==> src/rtl/bus_cmd_pkg.sv <==
// Shared opcodes, response codes and FSM state encoding for the byte-stream
// bus command initiator.
package bus_cmd_pkg;

  localparam logic [7:0] OP_READ      = 8'h01;
  localparam logic [7:0] OP_WRITE     = 8'h02;

  localparam logic [7:0] RSP_WR_OK    = 8'hAA;
  localparam logic [7:0] RSP_BAD_OP   = 8'hE1;
  localparam logic [7:0] RSP_MISALIGN = 8'hE2;
  localparam logic [7:0] RSP_TIMEOUT  = 8'hEE;

  typedef enum logic [2:0] {
    ST_IDLE = 3'd0,
    ST_ADDR = 3'd1,
    ST_DATA = 3'd2,
    ST_BUS  = 3'd3,
    ST_RESP = 3'd4
  } state_t;

endpackage

==> src/rtl/bus_cmd_initiator.sv <==
// Turns a byte command stream (read/write, 32-bit address and data) into a
// single memory-bus request and streams the result back as response bytes.
module bus_cmd_initiator
  import bus_cmd_pkg::*;
#(
  parameter int TIMEOUT_CYCLES = 255
) (
  input  logic        clk,
  input  logic        reset,
  input  logic [7:0]  rx_data,
  input  logic        rx_valid,
  output logic        rx_ready,
  output logic [7:0]  tx_data,
  output logic        tx_valid,
  input  logic        tx_ready,
  output logic        mem_valid_o,
  input  logic        mem_ready_i,
  output logic [31:0] mem_addr_o,
  output logic [31:0] mem_wdata_o,
  output logic [3:0]  mem_wstrb_o,
  input  logic [31:0] mem_rdata_i,
  output logic        busy
);

  localparam int TW = $clog2(TIMEOUT_CYCLES + 1);
  localparam logic [TW-1:0] TIMER_LAST = TW'(TIMEOUT_CYCLES - 1);

  state_t        r_state;
  state_t        w_state_next;
  logic          r_rx_en;
  logic          r_is_write;
  logic [1:0]    r_byte_idx;
  logic [31:0]   r_addr;
  logic [31:0]   r_wdata;
  logic [31:0]   r_rdata;
  logic [TW-1:0] r_timer;
  logic          r_mem_valid;
  logic          r_tx_valid;
  logic [7:0]    r_tx_data;
  logic [1:0]    r_tx_left;

  logic          w_rx_fire;
  logic          w_tx_fire;
  logic          w_resp_load;
  logic          w_resp_read;
  logic [7:0]    w_resp_byte;

  // rx_ready stays low until the first edge after reset release.
  assign rx_ready    = r_rx_en && (r_state == ST_IDLE || r_state == ST_ADDR || r_state == ST_DATA);
  assign w_rx_fire   = rx_valid && rx_ready;
  assign w_tx_fire   = r_tx_valid && tx_ready;
  assign tx_valid    = r_tx_valid;
  assign tx_data     = r_tx_data;
  assign mem_valid_o = r_mem_valid;
  assign mem_addr_o  = r_addr;
  assign mem_wdata_o = r_wdata;
  assign mem_wstrb_o = (r_mem_valid && r_is_write) ? 4'hF : 4'h0;
  assign busy        = (r_state != ST_IDLE);

  always_ff @(posedge clk or posedge reset) begin
    if (reset) r_state <= ST_IDLE;
    else       r_state <= w_state_next;
  end

  always_comb begin
    w_state_next = r_state;
    w_resp_load  = 1'b0;
    w_resp_read  = 1'b0;
    w_resp_byte  = RSP_WR_OK;
    case (r_state)
      ST_IDLE: begin
        if (w_rx_fire) begin
          if (rx_data == OP_READ || rx_data == OP_WRITE) begin
            w_state_next = ST_ADDR;
          end else begin
            w_state_next = ST_RESP;
            w_resp_load  = 1'b1;
            w_resp_byte  = RSP_BAD_OP;
          end
        end
      end
      ST_ADDR: begin
        if (w_rx_fire && r_byte_idx == 2'd3) begin
          // The last address byte carries addr[1:0]; reject before any bus cycle.
          if (rx_data[1:0] != 2'b00) begin
            w_state_next = ST_RESP;
            w_resp_load  = 1'b1;
            w_resp_byte  = RSP_MISALIGN;
          end else if (r_is_write) begin
            w_state_next = ST_DATA;
          end else begin
            w_state_next = ST_BUS;
          end
        end
      end
      ST_DATA: begin
        if (w_rx_fire && r_byte_idx == 2'd3) w_state_next = ST_BUS;
      end
      ST_BUS: begin
        if (mem_ready_i) begin
          w_state_next = ST_RESP;
          w_resp_load  = 1'b1;
          w_resp_read  = !r_is_write;
          w_resp_byte  = r_is_write ? RSP_WR_OK : mem_rdata_i[31:24];
        end else if (r_timer == TIMER_LAST) begin
          w_state_next = ST_RESP;
          w_resp_load  = 1'b1;
          w_resp_byte  = RSP_TIMEOUT;
        end
      end
      ST_RESP: begin
        if (w_tx_fire && r_tx_left == 2'd0) w_state_next = ST_IDLE;
      end
      default: w_state_next = ST_IDLE;
    endcase
  end

  always_ff @(posedge clk or posedge reset) begin
    if (reset) begin
      r_rx_en     <= 1'b0;
      r_is_write  <= 1'b0;
      r_byte_idx  <= 2'd0;
      r_addr      <= 32'h0;
      r_wdata     <= 32'h0;
      r_rdata     <= 32'h0;
      r_timer     <= '0;
      r_mem_valid <= 1'b0;
      r_tx_valid  <= 1'b0;
      r_tx_data   <= 8'h00;
      r_tx_left   <= 2'd0;
    end else begin
      r_rx_en <= 1'b1;
      if (r_state == ST_IDLE && w_rx_fire) begin
        r_is_write <= (rx_data == OP_WRITE);
        r_byte_idx <= 2'd0;
      end
      if (r_state == ST_ADDR && w_rx_fire) begin
        r_addr     <= {r_addr[23:0], rx_data};
        r_byte_idx <= r_byte_idx + 2'd1;
      end
      if (r_state == ST_DATA && w_rx_fire) begin
        r_wdata    <= {r_wdata[23:0], rx_data};
        r_byte_idx <= r_byte_idx + 2'd1;
      end
      if (r_state != ST_BUS && w_state_next == ST_BUS) begin
        r_mem_valid <= 1'b1;
        r_timer     <= '0;
      end
      if (r_state == ST_BUS) begin
        if (w_state_next != ST_BUS) r_mem_valid <= 1'b0;
        else                        r_timer     <= r_timer + TW'(1);
      end
      // Remaining read bytes are kept left-justified so the next byte is always [31:24].
      if (w_resp_load) begin
        r_tx_valid <= 1'b1;
        r_tx_data  <= w_resp_byte;
        r_tx_left  <= w_resp_read ? 2'd3 : 2'd0;
        if (w_resp_read) r_rdata <= {mem_rdata_i[23:0], 8'h00};
      end else if (r_state == ST_RESP && w_tx_fire) begin
        if (r_tx_left == 2'd0) begin
          r_tx_valid <= 1'b0;
        end else begin
          r_tx_data <= r_rdata[31:24];
          r_rdata   <= {r_rdata[23:0], 8'h00};
          r_tx_left <= r_tx_left - 2'd1;
        end
      end
    end
  end

endmodule

==> config.mk <==
export PLATFORM = sky130hd
export DESIGN_NAME = bus_cmd_initiator
export DESIGN_NICKNAME = d
export VERILOG_FILES = /design/src/rtl/bus_cmd_pkg.sv /design/src/rtl/bus_cmd_initiator.sv
export SDC_FILE = /design/constraint.sdc
export NUM_CORES = 1
export LEC_CHECK = 0
export ABC_AREA = 1
export CORE_MARGIN = 8
export CORE_UTILIZATION = 53
export CTS_CLUSTER_DIAMETER = 200
export CTS_CLUSTER_SIZE = 10
export DETAILED_ROUTE_END_ITERATION = 7
export GPL_TIMING_DRIVEN = 0
export PLACE_DENSITY = 0.85
export SYNTH_ARGS = -nofsm -noshare
export SYNTH_HDL_FRONTEND = slang
export SYNTH_SLANG_ARGS = --single-unit
==> constraint.sdc <==
create_clock -name clk -period 7.22 [get_ports clk]
set_input_delay 1.444 -clock clk [delete_from_list [all_inputs] [get_ports clk]]
set_output_delay 1.444 -clock clk [all_outputs]
set_load 0.005 [all_outputs]
* Yosys cells after proc, flatten, opt, wreduce, memory -nomap -nowiden
Index checks and enable logic that the tools add are counted.
Word-level totals: flip-flop bits (word level) 123, output and inout port bits 80
Cells by class: $add $sub $neg 3, eq/ne operators 13, mux-type cells 51, reduce and logical (&&, ||, !) cells 25
Operators by type and width (number):
- $mux W32 | 4
- $mux W8 | 8
- $mux W7 | 5
- $mux W3 | 8
- $pmux W8 S3 | 1
- $mux W1 | 15
- $pmux W3 S5 | 1
- $mux W2 | 7
- $logic_and A1 B1 Y1 | 11
- $eq A3 B2 Y1 const B | 3
- $add A8 B1 Y8 const B | 1
- $eq A8 B1 Y1 const B | 1
- $eq A8 B2 Y1 const B | 1
- $eq A8 B8 Y1 const B | 1
- $ne A3 B2 Y1 const B | 2
- $reduce_bool A2 Y1 | 3
- $reduce_bool A3 Y1 | 2
- $mux W4 | 1
- $reduce_and A2 Y1 | 2
- $eq A3 B1 Y1 const B | 1
- $eq A3 B3 Y1 const B | 1
- $logic_not A3 Y1 | 1
- $logic_or A1 B1 Y1 | 3
- $pmux W1 S3 | 1
- other kinds (8) | 8

* Logic depth before layout (Yosys ltp)
Gate-level depths: netlist of the first run.
word-level depth 13, mapped depth 14, gate-level depth less buffers 14

* Least setup slack after synthesis of the first run
OpenSTA, ideal clock, no wires.
kind in2reg, start point input rx_data[4], end point register r_rdata[21], arrival 2.424 ns, setup slack 4.672 ns, stages on the path 11, cell sequence nor2_1 -> nand3_1 -> nor2_1 -> inv_1 -> nand2_2 -> nand3_4 -> inv_4 -> buf_6 -> nand2_1 -> o211ai_2 -> o21ai_1
Between the ends: longest elaborated chain between the ends 7, elaborated cells on any way between the ends 11, classes of those cells eq/ne (4); mux (4); reduce/logical (3)
RTL lines:
- start: declaration | line bus_cmd_initiator.sv:10 | input logic [7:0] rx_data,
- $eq A8 B1 Y1 / $eq A8 B2 Y1 (equally long branches) | line bus_cmd_initiator.sv:73 | if (rx_data == OP_READ || rx_data == OP_WRITE) begin
- $logic_or A1 B1 Y1 (*) | line bus_cmd_initiator.sv:73
- $mux W1 (*) | line bus_cmd_initiator.sv:73
- $mux W1 (*) | line bus_cmd_initiator.sv:72 | if (w_rx_fire) begin
- $pmux W1 S3 (*) | line bus_cmd_initiator.sv:70 | case (r_state)
- $ne A2 B1 Y1 (no line) (tied with other cells)
- $reduce_and A3 Y1 (no line)
- end signal: assignment | line bus_cmd_initiator.sv:158 | if (w_resp_read) r_rdata <= {mem_rdata_i[23:0], 8'h00};
- end signal: assignment | line bus_cmd_initiator.sv:164 | r_rdata <= {r_rdata[23:0], 8'h00};
- end: declaration | line bus_cmd_initiator.sv:35 | logic [31:0] r_rdata;
Every way passes the cells marked *; elsewhere a longest branch is shown, timed or not. A chain may end at the register's enable or synchronous reset.

* Worst setup path after layout of the first run
start point register r_state[0], end point output rx_ready
Between the ends: longest elaborated chain between the ends 4, elaborated cells on any way between the ends 6, classes of those cells eq/ne (2); reduce/logical (4)
RTL lines:
- start: declaration | line bus_cmd_initiator.sv:28 | state_t r_state;
- start signal: assignment | line bus_cmd_initiator.sv:62 | else r_state <= w_state_next;
- $eq A3 B1 Y1 / $logic_not A3 Y1 (equally long branches) | line bus_cmd_initiator.sv:49 | assign rx_ready = r_rx_en && (r_state == ST_IDLE || r_state == ST_ADDR || r_state == ST_DATA);
- $logic_or A1 B1 Y1 | line bus_cmd_initiator.sv:49
- $logic_or A1 B1 Y1 (*) | line bus_cmd_initiator.sv:49
- $logic_and A1 B1 Y1 (*) | line bus_cmd_initiator.sv:49
- end: declaration | line bus_cmd_initiator.sv:12 | output logic rx_ready,
Marks and branches as above.

==> summary.md, run 1 <==
| Metric | Value |
|---|---|
| Ys Warns | `0` |
| Max stage delay on crit path | `580 ps` |
| Number of synthesized flops with an enable pin | `0` |
| Max Fclk | `0.293 GHz` |
| Clk pin slew, worst setup/hold paths | `60 ps` |
| Proportion of synthesized chip area in sequential cells | `between 50% and 60%` |
| Power share of the combinational group | `34.2%` |
| Initial DRT Pass Iterations | `5` |
| Synth unique cells | `32` |
| Post-synth top area cell | `dfrtp_1` |
| Clk_skew | `between 8 and 9 ps` |
| Routability Congestion | `0.882` |
| Post-Synthesis Cell Area | `0.00513 sq mm` |
| FF+latch count, synth | `115` |
| Vias/cell | `5.22` |
| Avg Synthesized Cell Area | `approximately 8.5 sq um` |
| Final setup fails | `0` |
| Status | `complete, no violations` |
| IO Pins | `125` |
| Setup Buffers After CTS | `0` |
| DR vias | `4678` |
| Starting Density | `53.5%` |
| Vias in the first global route | `4911` |
| Dpl cells | `864` |
| Number of routed nets with antenna violations | `0` |
| CTS root buf | `clkbuf_8` |
| Die ar. | `about 0.013 sq mm` |
| Gate count after technology mapping | `606` |
| Post-DR wirelength/cell | `approximately 16 microns` |
| Synth cell count leaders | `nand2_1 (195), dfrtp_1 (115), inv_1 (71), o21ai_0 (68), nor2_1 (31)` |
| IO Port Bufs | `roughly 120` |
| Inserted Diodes | `0` |
| Worst Path Arrival | `1970 ps` |
| Fin nets | `~800` |
| Count leader, synth | `nand2_1` |
| Crit Path Max Fanout | `6` |
| FF-to-FF Start | `r_state[0]` |
| Initial antenna violation count | `0` |
| Die height | `~110 microns` |
| Worst min-delay path startpoint | `mem_addr_o[27]` |
| Switching share of power | `around a third` |
| Fill count | `approximately 660` |
| Clock tree sinks | `115` |
| Hold Path Depth | `2` |
| First-pass GRT wire length | `23400 microns` |
| Critical Path Start | `r_state[0]` |
| Internal power | `2.09 mW` |
| Period minus WS final | `3420 ps` |
| Setup slack, reg-to-reg | `5170 ps` |
| RSZ-0062 raised after global routing | `false` |
| Async S/R FF share, synth | `100%` |
| Setup tns final | `0 ps` |
| Leakage | `3.50 nW` |
| # hold bufs at CTS | `0` |
| Worst-margin pin slew | `slightly below 700 ps` |
| Share of cells above drive strength 1 | `a little under a tenth` |
| Global route overflow | `0` |
| CTS buffer count | `17` |
| Clock Latency Late Sink | `a little over 500 ps` |
| Req. time, crit path | `5780 ps` |
| Row count | `36` |
| Reg-to-Reg End | `mem_wdata_o[3]` |
| Hpwl dp | `10400 microns` |
| Final non-filler cell total | `896` |
| Top cells by area, synth | `dfrtp_1 (56%), nand2_1 (14%), o21ai_0 (6.6%)` |
| Clock Power Share | `29.2%` |
| Hold slack | `around 480 ps` |
| Synth top area share | `56.1%` |
| Max-cap violations | `0` |
| Ys flop type | `dfrtp_1` |
| Resized cells post-CTS | `0` |
| Worst path cell trace | `nand2_1 > inv_1 > nor2_1 > clkdlybuf4s50_1` |
| Net Switching | `1.03 mW` |
| Pin count of the biggest net entering global routing | `62` |
| Endpoint type of the worst setup path | `output port` |
| Final period util | `47.3%` |
| Final-report max-slew violation count | `0` |
| Hold WC Path Type | `flop to flop` |
| Core footprint | `0.00959 sq mm` |
| H-tree depth reported by CTS | `4` |
| Clock Path Buffers | `2` |
| Register share of total power | `36.6%` |
| Pwr Density | `around 430 mW/mm^2` |
| Synth Net Count | `around 660` |
| Crit Path Class | `flop to output port` |
| DR iter-0 viols | `226` |
| Final wirelength | `about 14000 microns` |
| CTS tree | `built` |
| Worst reg-to-reg path cell count | `8` |
| Chip Width | `114 microns` |
| GRT Util Overall | `22.7%` |
| Final Hold Vio Count | `0` |
| Slew HR | `between 50% and 60%` |
| Max VDD drop | `229 uV` |
| Slowest cell on crit path | `clkdlybuf4s50_1` |
| Hold Path Sink | `mem_addr_o[27]` |
| Drt drc | `0` |
| Fin util | `75.2%` |
| Critical Path Source Type | `flop` |
| P&R area growth vs syn | `40.6%` |
==> critical path, delay by kind of cell, from the launching register on <==
family,cells,cell delay (ps)
flops,1,440
buf+inv,2,640
simple gates,2,380
==> per-layer routing <==
metal  up-vias  track usage (%)  share of wire (%)
met5         -                0                  0
met4         0             10.8                2.7
met3        34             5.27                6.1
met2       184             39.6                 51
met1      2249             25.7                 40
li1       2211                -                  -
==> worst max-delay path by stage <==
stage | depth (start not counted) | slack [ps] | end
CTS | 4 | 3830 | rx_ready
floorplan | 1 | 2730 | mem_addr_o[0]
finish | 4 | 3800 | rx_ready
global route | 4 | 3730 | rx_ready
global placement | 2 | 1290 | r_timer[6]
detailed placement | 11 | 3810 | r_rdata[16]
==> metrics by stage <==
step	instance area (sq um)	setup WS, ps	total power, mW
final	7210	3800	3.12
after global placement	6540	1290	2.14
after detailed placement	6570	3810	2.21
after floorplan	5130	2730	1.60
after CTS	7210	3830	3.14
after global routing	7210	3730	3.31
==> power by group through the flow <==
stage / clock network, mW / registers, mW / logic [mW]
floorplan: 0 / 1.12 / 0.481
finish: 0.913 / 1.14 / 1.07
detailed placement: 0 / 1.14 / 1.06
CTS: 0.921 / 1.14 / 1.08
global route: 0.949 / 1.17 / 1.19
global placement: 0 / 1.13 / 1.01
==> cell families (layout without fill, tap and decap cells) <==
kind of cell	Yosys count	in the layout	synth area share (%)
compound gates	101	101	10.8
xor+xnor	1	1	0.171
fa+ha+maj	4	4	0.976
buf+inv	105	262	8.59
flops	115	115	56.1
other cells	1	1	0.0731
simple gates	279	279	23.3
==> placed cells by master, fill, tap and decap left out, types with 2 or more instances in the layout <==
| master | instances |
|---|---|
| o21ai_0 | 68 |
| a21oi_1 | 3 |
| nand4_1 | 10 |
| nor2_1 | 31 |
| o221ai_1 | 2 |
| nor3_1 | 6 |
| inv_2 | 7 |
| inv_1 | 70 |
| dfrtp_1 | 115 |
| ha_1 | 4 |
| o21ai_1 | 14 |
| nand2_1 | 195 |
| bufinv_16 | 5 |
| clkdlybuf4s50_1 | 124 |
| clkinvlp_4 | 2 |
| o211ai_1 | 2 |
| buf_2 | 6 |
| nand3_1 | 23 |
| nor2_2 | 5 |
| clkbuf_16 | 16 |
| inv_4 | 3 |
| clkbuf_1 | 12 |
| a31oi_1 | 7 |
| buf_4 | 7 |
| o211ai_2 | 3 |
| nor2_4 | 4 |
| clkinv_4 | 3 |
| inv_6 | 4 |
==> flip-flops by register name, summed over array words and instances (netlist names) <==
signal,cells
mem_addr_o,32
r_tx_left,2
r_rx_en,1
r_byte_idx,2
mem_wdata_o,32
tx_valid,1
r_timer,8
r_state,3
mem_valid_o,1
tx_data,8
r_rdata,24
r_is_write,1
==> area by class of cell <==
| type | instances | area, sq um | area share [%] |
|---|---|---|---|
| Sequential cell | 115 | 2880 | 39.9 |
| Multi-Input combinational cell | 386 | 1810 | 25.1 |
| Timing Repair Buffer | 125 | 1270 | 17.6 |
| Clock buffer | 18 | 418 | 5.79 |
| Inverter | 80 | 308 | 4.27 |
| Clock inverter | 14 | 226 | 3.14 |
| Tap cell | 133 | 166 | 2.31 |
| Buffer | 25 | 135 | 1.87 |
Power figures use the tool's default switching activity.
==> run 2: changes to the inputs <==
- CORE_UTILIZATION: 53 -> 50
- PLACE_DENSITY: 0.85 -> 0.81
- clock period: 7.22 -> 3.55 ns (I/O delays scaled with it)
==> run 2 against run 1 <==
- critical endpoint unchanged
- largest power group unchanged
- count of clock-buffer cells in the layout up 1
- clock power up 92%
- global-route usage down 1.8 points
==> summary.md, run 2 (synthesis results as in run 1) <==
| Metric | Value |
|---|---|
| Fill count | `733 (+10%)` |
| Routability Congestion | `0.863 (-2.1%)` |
| Worst reg-to-reg path cell count | `5 (-3)` |
| Max VDD drop | `357 uV (+56%)` |
| # hold bufs at CTS | `0 (unchanged)` |
| Hold Path Depth | `2 (unchanged)` |
| Slowest cell on crit path | `clkdlybuf4s50_1` |
| Worst-margin pin slew | `543 ps (-147 ps)` |
| Share of cells above drive strength 1 | `9.80% (+0.24 points)` |
| RSZ-0062 raised after global routing | `false` |
| Critical Path Source Type | `flop` |
| Starting Density | `50.6% (-2.9 points)` |
| Setup tns final | `0 ps (unchanged)` |
| Drt drc | `0 (unchanged)` |
| Vias in the first global route | `4683 (-4.6%)` |
| Leakage | `3.49 nW (-0.16%)` |
| Total Power | `6.24 mW (+100%)` |
| Die height | `117 microns (+2.5%)` |
| Chip Width | `117 microns (+2.5%)` |
| DR vias | `4645 (-0.71%)` |
| Crit Path Max Fanout | `6 (unchanged)` |
| Max Fclk | `0.377 GHz` |
| Worst path cell trace | `nand2_1 > inv_1 > nor2_1 > clkdlybuf4s50_1` |
| Pin count of the biggest net entering global routing | `38 (-39%)` |
| Most common cell after layout, fill and taps aside | `nand2_1` |
| IO Pins | `125 (unchanged)` |
| Vias/cell | `5.16 (-1.3%)` |
| Crit Path Class | `flop to output port` |
| Dpl cells | `869 (+0.58%)` |
| Final setup fails | `0 (unchanged)` |
| Clock Latency Late Sink | `500 ps (about the same)` |
| Initial DRT Pass Iterations | `8 (+3)` |
| Number of routed nets with antenna violations | `0 (unchanged)` |
| Row count | `37 (+2.8%)` |
| Final wirelength | `13900 microns (-2.0%)` |
| First-pass GRT wire length | `22400 microns (-4.2%)` |
| CTS root buf | `clkbuf_8` |
| Inserted Diodes | `0 (unchanged)` |
| Fin util | `71.2% (-4.0 points)` |
| Post-DR wirelength/cell | `15.4 microns (-2.6%)` |
| Hpwl dp | `10400 microns (-0.86%)` |
| H-tree depth reported by CTS | `4 (unchanged)` |
| Max stage delay on crit path | `580 ps (about the same)` |
| Most frequent cells in the layout | `nand2_1 (195), clkdlybuf4s50_1 (124), dfrtp_1 (115), inv_1 (70), o21ai_0 (68)` |
| Worst Path Arrival | `1940 ps (-30 ps)` |
| Final non-filler cell total | `901 (+0.56%)` |
| Global route overflow | `0 (unchanged)` |
| IO Port Bufs | `124 (unchanged)` |
| CTS tree | `built` |
| Clock Path Buffers | `2 (unchanged)` |
| P&R area growth vs syn | `40.7%` |
| Max-cap violations | `0 (unchanged)` |
| Clk_skew | `7.85 ps (-0.305 ps)` |
| Endpoint type of the worst setup path | `output port` |
| Req. time, crit path | `2840 ps (-2940 ps)` |
| CTS buffer count | `17 (unchanged)` |
| Status | `complete, no violations` |
| Final period util | `74.7%` |
| Slew HR | `63.7% (+9.7 points)` |
| Clock tree sinks | `115 (unchanged)` |
| Hold WC Path Type | `flop to flop` |
| Core footprint | `0.0101 sq mm (+5.7%)` |
| Die ar. | `0.0138 sq mm (+5.2%)` |
| Clk pin slew, worst setup/hold paths | `60 ps (about the same)` |
| Initial antenna violation count | `0 (unchanged)` |
| Fin nets | `801 (+0.25%)` |
| Period minus WS final | `2650 ps` |
| Setup Buffers After CTS | `0 (unchanged)` |
| DR iter-0 viols | `290 (+28%)` |
| Pwr Density | `864 mW/mm^2 (+100%)` |
| Final-report max-slew violation count | `0 (unchanged)` |
| GRT Util Overall | `20.9% (-1.8 points)` |
| Final Hold Vio Count | `0 (unchanged)` |
| Resized cells post-CTS | `0 (unchanged)` |
-- run 2: cell count changes in the layout (fill, tap and decap cells not counted), moves of 2 or more --
cell / previous run / this run
clkinv_2: 0 / 3
clkinvlp_4: 2 / 5
clkinv_4: 3 / 1
buf_12: 0 / 3
inv_6: 4 / 1
-- run 2: per-layer routing --
metal / wire (microns) / vias up / track usage, % / part of all wire, %
li1: - / 2211 / - / -
met1: 5820 / 2223 / 26.0 / 42
met2: 6530 / 195 / 34.8 / 47
met3: 1370 / 16 / 4.98 / 9.8
met4: 176 / 0 / 7.08 / 1.3
met5: 0 / - / 0 / 0
-- run 2: worst paths after layout --
check / startpoint / endpoint / slack (ps)
worst max-delay path: r_state[0] / rx_ready / 900
worst min-delay path: mem_addr_o[31] / mem_addr_o[31] / 480
worst max register to register: r_state[2] / mem_wdata_o[9] / 1560
worst min register to register: mem_addr_o[31] / mem_addr_o[31] / 480
max in group asynchronous: reset / r_is_write / 2390
min in group asynchronous: reset / r_rdata[8] / 610
-- run 2: critical path, delay by kind of cell (launching register included) --
kind | cells | cell delay, ps
buffers and inverters | 2 | 650
DFF | 1 | 440
and+or+nand+nor | 2 | 360
-- run 2: area by class of cell --
class / count / area [sq um] / share of cell area, %
Sequential cell: 115 / 2880 / 39.9
Multi-Input combinational cell: 386 / 1810 / 25.1
Timing Repair Buffer: 127 / 1300 / 18.0
Clock buffer: 19 / 432 / 5.98
Inverter: 80 / 309 / 4.28
Clock inverter: 13 / 183 / 2.53
Tap cell: 136 / 170 / 2.36
Buffer: 25 / 135 / 1.87
-- run 2: stage by stage --
step	worst slack, ps	hold slack [ps]	area, sq um
after global routing	828	497	7220
after detailed placement	929	469	6610
after floorplan	1440	449	5130
after CTS	900	483	7220
after global placement	402	461	6550
final	898	482	7220
-- run 2: power by group --
part           switching, mW  leakage [nW]  total [mW]  internal (mW)
sequential             0.429          1.44        2.34           1.91
clock                  0.598         0.290        1.75           1.16
combinational           1.02          1.76        2.15           1.13
